--- src/rtl/gaplus_pkg.sv ---
// ============================================================================
// Module   : gaplus_pkg
// Purpose  : Shared starfield-control constants and channel-word helper.
// Revision : 1.0
// ============================================================================
`default_nettype none

package gaplus_pkg;

  localparam logic [1:0] STARCTL_CH1 = 2'd0;
  localparam logic [1:0] STARCTL_CH2 = 2'd1;
  localparam logic [1:0] STARCTL_CH3 = 2'd2;
  localparam logic [1:0] STARCTL_CTL = 2'd3;

  localparam int CH_W          = 5;
  localparam int CH_COARSE_BIT = 4;
  localparam int CH_DIR_BIT    = 3;
  localparam int CH_SPEED_MSB  = 2;
  localparam int CH_SPEED_LSB  = 0;

  function automatic logic [CH_W-1:0] ch_word(input logic       coarse,
                                              input logic       dir,
                                              input logic [2:0] speed);
    logic [CH_W-1:0] w;
    w                            = '0;
    w[CH_COARSE_BIT]             = coarse;
    w[CH_DIR_BIT]                = dir;
    w[CH_SPEED_MSB:CH_SPEED_LSB] = speed;
    return w;
  endfunction

endpackage

`default_nettype wire

--- src/rtl/gaplus_edge.sv ---
// ============================================================================
// Module   : gaplus_edge
// Purpose  : Registered rise/fall detector, optionally armed only after low.
// Revision : 1.0
// ============================================================================
`default_nettype none

module gaplus_edge #(
  parameter bit ARM_ON_LOW = 1'b0
) (
  input  logic clk,
  input  logic rst_n,
  input  logic i_d,
  output logic o_rise,
  output logic o_fall
);

  logic r_prev;
  logic w_armed;

  always_ff @(posedge clk or negedge rst_n) begin
    if (!rst_n) r_prev <= 1'b0;
    else        r_prev <= i_d;
  end

  // A level already high when reset releases must drop before it may count.
  if (ARM_ON_LOW) begin : g_arm
    logic r_armed;
    always_ff @(posedge clk or negedge rst_n) begin
      if (!rst_n)    r_armed <= 1'b0;
      else if (!i_d) r_armed <= 1'b1;
    end
    assign w_armed = r_armed;
  end else begin : g_noarm
    assign w_armed = 1'b1;
  end

  assign o_rise = i_d & ~r_prev & w_armed;
  assign o_fall = ~i_d & r_prev;

endmodule

`default_nettype wire

--- src/rtl/gaplus_starctl.sv ---
// ============================================================================
// Module   : gaplus_starctl
// Purpose  : CPU-shadowed starfield channel/enable registers, committed on
//            each vertical-blank falling edge.
// Revision : 1.0
// ============================================================================
`default_nettype none

module gaplus_starctl
  import gaplus_pkg::*;
(
  input  logic            VCLK,
  input  logic            RESET_N,
  input  logic            CS,
  input  logic            WR,
  input  logic [1:0]      AD,
  input  logic [7:0]      DI,
  output logic [7:0]      DO,
  input  logic            VB,
  output logic [CH_W-1:0] C1,
  output logic [CH_W-1:0] C2,
  output logic [CH_W-1:0] C3,
  output logic            STAREN,
  output logic            COMMIT,
  output logic            PEND
);

  logic            w_cswr;
  logic            w_wr_evt;
  logic            w_commit;
  logic            w_unused_wr_fall;
  logic            w_unused_vb_rise;
  logic            w_unused_di;
  logic [CH_W-1:0] w_word;
  logic [3:0]      w_pend_nxt;
  logic [7:0]      w_do_nxt;

  logic [CH_W-1:0] r_s1;
  logic [CH_W-1:0] r_s2;
  logic [CH_W-1:0] r_s3;
  logic            r_ctl;
  logic [3:0]      r_pend;

  assign w_cswr      = CS & WR;
  assign w_unused_di = ^DI[7:CH_W];
  assign w_word      = ch_word(DI[CH_COARSE_BIT], DI[CH_DIR_BIT],
                               DI[CH_SPEED_MSB:CH_SPEED_LSB]);

  gaplus_edge #(.ARM_ON_LOW(1'b1)) u_wr_edge (
    .clk    (VCLK),
    .rst_n  (RESET_N),
    .i_d    (w_cswr),
    .o_rise (w_wr_evt),
    .o_fall (w_unused_wr_fall)
  );

  gaplus_edge #(.ARM_ON_LOW(1'b0)) u_vb_edge (
    .clk    (VCLK),
    .rst_n  (RESET_N),
    .i_d    (VB),
    .o_rise (w_unused_vb_rise),
    .o_fall (w_commit)
  );

  // A write coinciding with a commit keeps its pending bit for the next frame.
  always_comb begin
    w_pend_nxt = w_commit ? 4'b0000 : r_pend;
    if (w_wr_evt) w_pend_nxt[AD] = 1'b1;
  end

  always_comb begin
    w_do_nxt = 8'h00;
    case (AD)
      STARCTL_CH1: w_do_nxt = {3'b000, r_s1};
      STARCTL_CH2: w_do_nxt = {3'b000, r_s2};
      STARCTL_CH3: w_do_nxt = {3'b000, r_s3};
      STARCTL_CTL: w_do_nxt = {6'b000000, PEND, r_ctl};
      default:     w_do_nxt = 8'h00;
    endcase
  end

  always_ff @(posedge VCLK or negedge RESET_N) begin
    if (!RESET_N) begin
      r_s1   <= '0;
      r_s2   <= '0;
      r_s3   <= '0;
      r_ctl  <= 1'b0;
      r_pend <= 4'b0000;
      PEND   <= 1'b0;
      DO     <= 8'h00;
    end else begin
      if (w_wr_evt) begin
        case (AD)
          STARCTL_CH1: r_s1  <= w_word;
          STARCTL_CH2: r_s2  <= w_word;
          STARCTL_CH3: r_s3  <= w_word;
          STARCTL_CTL: r_ctl <= DI[0];
          default:     r_ctl <= r_ctl;
        endcase
      end
      r_pend <= w_pend_nxt;
      PEND   <= |w_pend_nxt;
      DO     <= w_do_nxt;
    end
  end

  // Committed outputs sample the shadows as they stood before this edge.
  always_ff @(posedge VCLK or negedge RESET_N) begin
    if (!RESET_N) begin
      C1     <= '0;
      C2     <= '0;
      C3     <= '0;
      STAREN <= 1'b0;
      COMMIT <= 1'b0;
    end else begin
      COMMIT <= w_commit;
      if (w_commit) begin
        C1     <= r_s1;
        C2     <= r_s2;
        C3     <= r_s3;
        STAREN <= r_ctl;
      end
    end
  end

endmodule

`default_nettype wire

--- config.mk ---
export PLATFORM = sky130hd
export DESIGN_NAME = gaplus_starctl
export DESIGN_NICKNAME = d
export VERILOG_FILES = /design/src/rtl/gaplus_pkg.sv /design/src/rtl/gaplus_edge.sv /design/src/rtl/gaplus_starctl.sv
export SDC_FILE = /design/constraint.sdc
export NUM_CORES = 1
export LEC_CHECK = 0
export BUFFER_PORTS_ARGS = -buffer_cell sky130_fd_sc_hd__buf_4
export CAP_MARGIN = 20
export CORE_ASPECT_RATIO = 1.1
export CORE_MARGIN = 3
export CORE_UTILIZATION = 40
export CTS_CLUSTER_SIZE = 28
export DETAILED_ROUTE_END_ITERATION = 6
export HOLD_SLACK_MARGIN = 0.1
export PLACE_DENSITY = 0.64
export SKIP_CTS_REPAIR_TIMING = 1
export SYNTH_ARGS = -nofsm -noshare
export SYNTH_HDL_FRONTEND = slang
export SYNTH_SLANG_ARGS = --single-unit
--- constraint.sdc ---
create_clock -name VCLK -period 1.3 [get_ports VCLK]
set_input_delay 0.065 -clock VCLK [delete_from_list [all_inputs] [get_ports VCLK]]
set_output_delay 0.065 -clock VCLK [all_outputs]
set_load 0.01 [all_outputs]
==> parameters.txt <==
Parameter                              Value

Critical path
  Sum of buffers and inverters on the critical path    0
  Worst reg2reg setup slack    -0.14 ns
  Worst reg2reg path endpoint    r_s1[2]
  Endpoint kind of the worst setup timing path    flop
  Count of cells along the worst register-to-register path    3
  Maximum cell stage delay along the critical path    ~0.42 ns
  Nature of the critical path startpoint    flop
  Largest delay contributor family on the critical path    simple AND/OR/NAND/NOR gates
  Chain of cells forming the critical path    nand4b_4 > or3_4 > mux2_4
  Slowest cell on the critical path    or3_4
  Largest fanout on the critical path    6
  Data arrival at the endpoint of the critical path    1.63 ns
  RR Startpoint    u_wr_edge.r_prev
  Crit path kind    flop to flop
  Crit path required time    between 1 and 1.5 ns

Floorplan
  Die Outline Area    about 5400 sq um
  Die extent in y    approximately 77 um
  Number of primary I/O pins    a little over 40
  Die span in x    around 70 um
  Starting density of the core    41.9%
  Row cnt    25
  Std-Cell Core Area    roughly 4300 sq um

STA
  Highest clock rate    slightly below 0.7 GHz
  Max transition margin    around 62%
  Setup-failing EPs final    16
  Endpoints failing hold    0
  Final max-slew violation count    0
  Final min period    1.44 ns
  Least-Margin Pin Slew    0.571 ns
  Part of the cycle the worst path needs    111%
  Total negative slack for setup checks    -1.85 ns
  Setup repair after global routing missed its margin    yes
  Worst Clk Skew    about 0.0052 ns
  Final worst hold slack    0.0950 ns
  Final setup margin    -0.140 ns

Synth
  Syn Inst Count    116
  Number of synthesized register bits    46
  Total of warnings raised by yosys    0
  Post-synthesis instance area    1820 sq um
  Sequential share of the synthesized area    between 60% and 70%
  Synth area leader    dfrtp_1
  Distinct cell type count of the synthesized netlist    22
  Area fraction of the dominant cell type after synthesis    a little over three fifths
  Cells taking the most area after synthesis    dfrtp_1 63%, mux2_2 17%, mux2_4 4.1%
  Average instance area after synthesis    around 16 sq um

Power
  Combinational cell fraction of total power    25.1%
  Static leakage    approximately 1.2 nW
  Pwr/cell area    between 1500 and 2000 nW/um^2
  Clk network pwr share    approximately a quarter
  Switching pwr    1.02 mW
  Sequential Power Share    49.2%
  Internal Pwr Total    2.99 mW
  Max rail drop VDD    slightly below 0.8 mV
  Sw Ratio    about 25%

Global route
  Initial antenna violation count    0
  Number of global-route vias before repair    1097
  Largest net degree at the start of global routing    between 40 and 50
  Remaining global-route overflow    0
  First-pass GRT wire length    between 5000 and 6000 um
  Global router's overall resource usage    between 10% and 20%

Final layout
  Count of inserted antenna diode cells    0
  Number of nets in the layout    about 190
  Layout overhead on the synthesized area    35.7%
  Post-Layout Inst Area    about 2500 sq um
  Layout cells sized above 1    52.9%

Drt
  Final wirelength    ~3500 um
  Antenna viol nets, final    0
  DRC violation count after routing    0
  Detailed Routing Iterations Pass 1    4
  Overall via count from detail_route    1095
  Avg WL per Cell    between 15 and 20 um
  Count of routing violations after the opening detailed-route iteration    between 60 and 70
  Via density    roughly 4.8

Run status
  Run status    complete, but fails checks
  Failing checks    setup timing

Clocking
  CTS tree    yes
  Clock slew seen by the registers of the worst setup and hold paths    approximately 0.080 ns
  Sinks on the clock net    46
  Total CTS buffers    5
  Worst skew pair latency    0.30 ns
  Root cell of the clock tree    clkbuf_8
  Number of H-tree levels    2
  Deepest clock path buffer count    2

Placement
  Number of buffers added on ports    34
  Area after DPL    around 2200 sq um
  Weighted congestion reported at the end of routability-driven placement    between 0.7 and 0.8
  Sum of net half-perimeters after detailed placement    approximately 2300 um

Min path
  Startpoint of the most critical hold path    CS
  Hold path endpoint    u_wr_edge.g_arm.r_armed
  Number of cells on the worst hold path    3
  Kind of path behind the tightest hold check    input pin to flop

Flow run
  Max-Cap Viols    0
==> how the worst max path moves through the flow <==
stage                startpoint  endpoint  slack, ns  depth (start not counted)
2_1_floorplan  u_wr_edge.r_prev   r_s1[0]      -0.10                          4
3_3_place_gp   u_wr_edge.r_prev   r_s1[3]      -0.16                          3
3_5_place_dp   u_wr_edge.r_prev   r_s1[3]      -0.22                          3
4_1_cts        u_wr_edge.r_prev   r_s1[2]      -0.23                          3
5_1_grt        u_wr_edge.r_prev   r_s2[2]      -0.22                          4
6_report       u_wr_edge.r_prev   r_s1[2]      -0.14                          3
==> tightest hold or removal path: stages <==
cell	delay [ns]
buf_4	0.10
and2_2	0.14
nand2b_1	0.05
==> flip-flops by register name, summed over array words and instances (netlist names), 4 cells and up <==
| signal | count |
|---|---|
| r_s1 | 5 |
| DO | 5 |
| C2 | 5 |
| r_s2 | 5 |
| C3 | 5 |
| r_pend | 4 |
| C1 | 5 |
| r_s3 | 5 |
==> stage by stage <==
stage	setup WS (ns)	total power, mW	util [%]	instances
detailed placement	-0.220	2.95	50.1	207
floorplan	-0.103	2.45	-	118
global placement	-0.165	2.91	50.1	207
global route	-0.217	4.23	56.9	226
CTS	-0.227	3.98	52.6	215
finish	-0.140	4.01	56.9	226
==> synth_stat cells, drive strengths merged <==
library cell	count
inv	1
nor3b	2
mux4	2
nand4b	1
mux2i	3
nor2b	1
dfrtp	46
a21o	3
buf	7
nor4	1
nand2b	2
or3	1
conb	1
mux2	32
clkbuf	1
o21ai	4
and2	1
nand2	6
nor2	1
==> cell type report <==
cell class,instances,area [sq um]
fillers,363,1880
flip-flops and latches,46,1150
multi-input cells,63,684
repair buffers,54,459
clock buffers,7,76.3
well taps,54,67.6
clock inverters,1,30.0
inverters,1,3.75
==> per-layer routing <==
metal	wire (um)	GRT usage [%]
met1	1540	16.5
met2	1690	20.6
met4	57	5.17
met3	172	4.98
met5	0	0
==> cells in the final DEF (no fill, tap or decap), drive strengths merged, types with 2 or more instances in the layout <==
| master | synthesis | final |
|---|---|---|
| buf | 7 | 45 |
| mux2i | 3 | 3 |
| dlygate4sd3 | 0 | 9 |
| conb | 1 | 3 |
| nor3b | 2 | 2 |
| dfrtp | 46 | 46 |
| clkbuf | 1 | 7 |
| o21ai | 4 | 4 |
| mux2 | 32 | 32 |
| nand2 | 6 | 6 |
| mux4 | 2 | 2 |
| nand2b | 2 | 2 |
| a21o | 3 | 3 |
==> cells by family after synthesis <==
group / count (synthesis) / synth area share (%)
AO/OA/AOI/OAI: 7 / 2.34
buffers and inverters: 9 / 3.09
flip-flops: 46 / 63.2
multiplexers: 37 / 24.9
other: 1 / 0.206
AND/OR/NAND/NOR: 16 / 6.25
==> power by group through the flow <==
stage / combinational (mW) / clock, mW / sequential (mW)
6_report: 1.01 / 1.03 / 1.97
3_5_place_dp: 0.945 / 0 / 2.00
3_3_place_gp: 0.927 / 0 / 1.99
4_1_cts: 0.945 / 1.06 / 1.97
2_1_floorplan: 0.392 / 0 / 2.05
5_1_grt: 1.09 / 1.12 / 2.02
No activity file was read; power rests on OpenSTA's default activity.
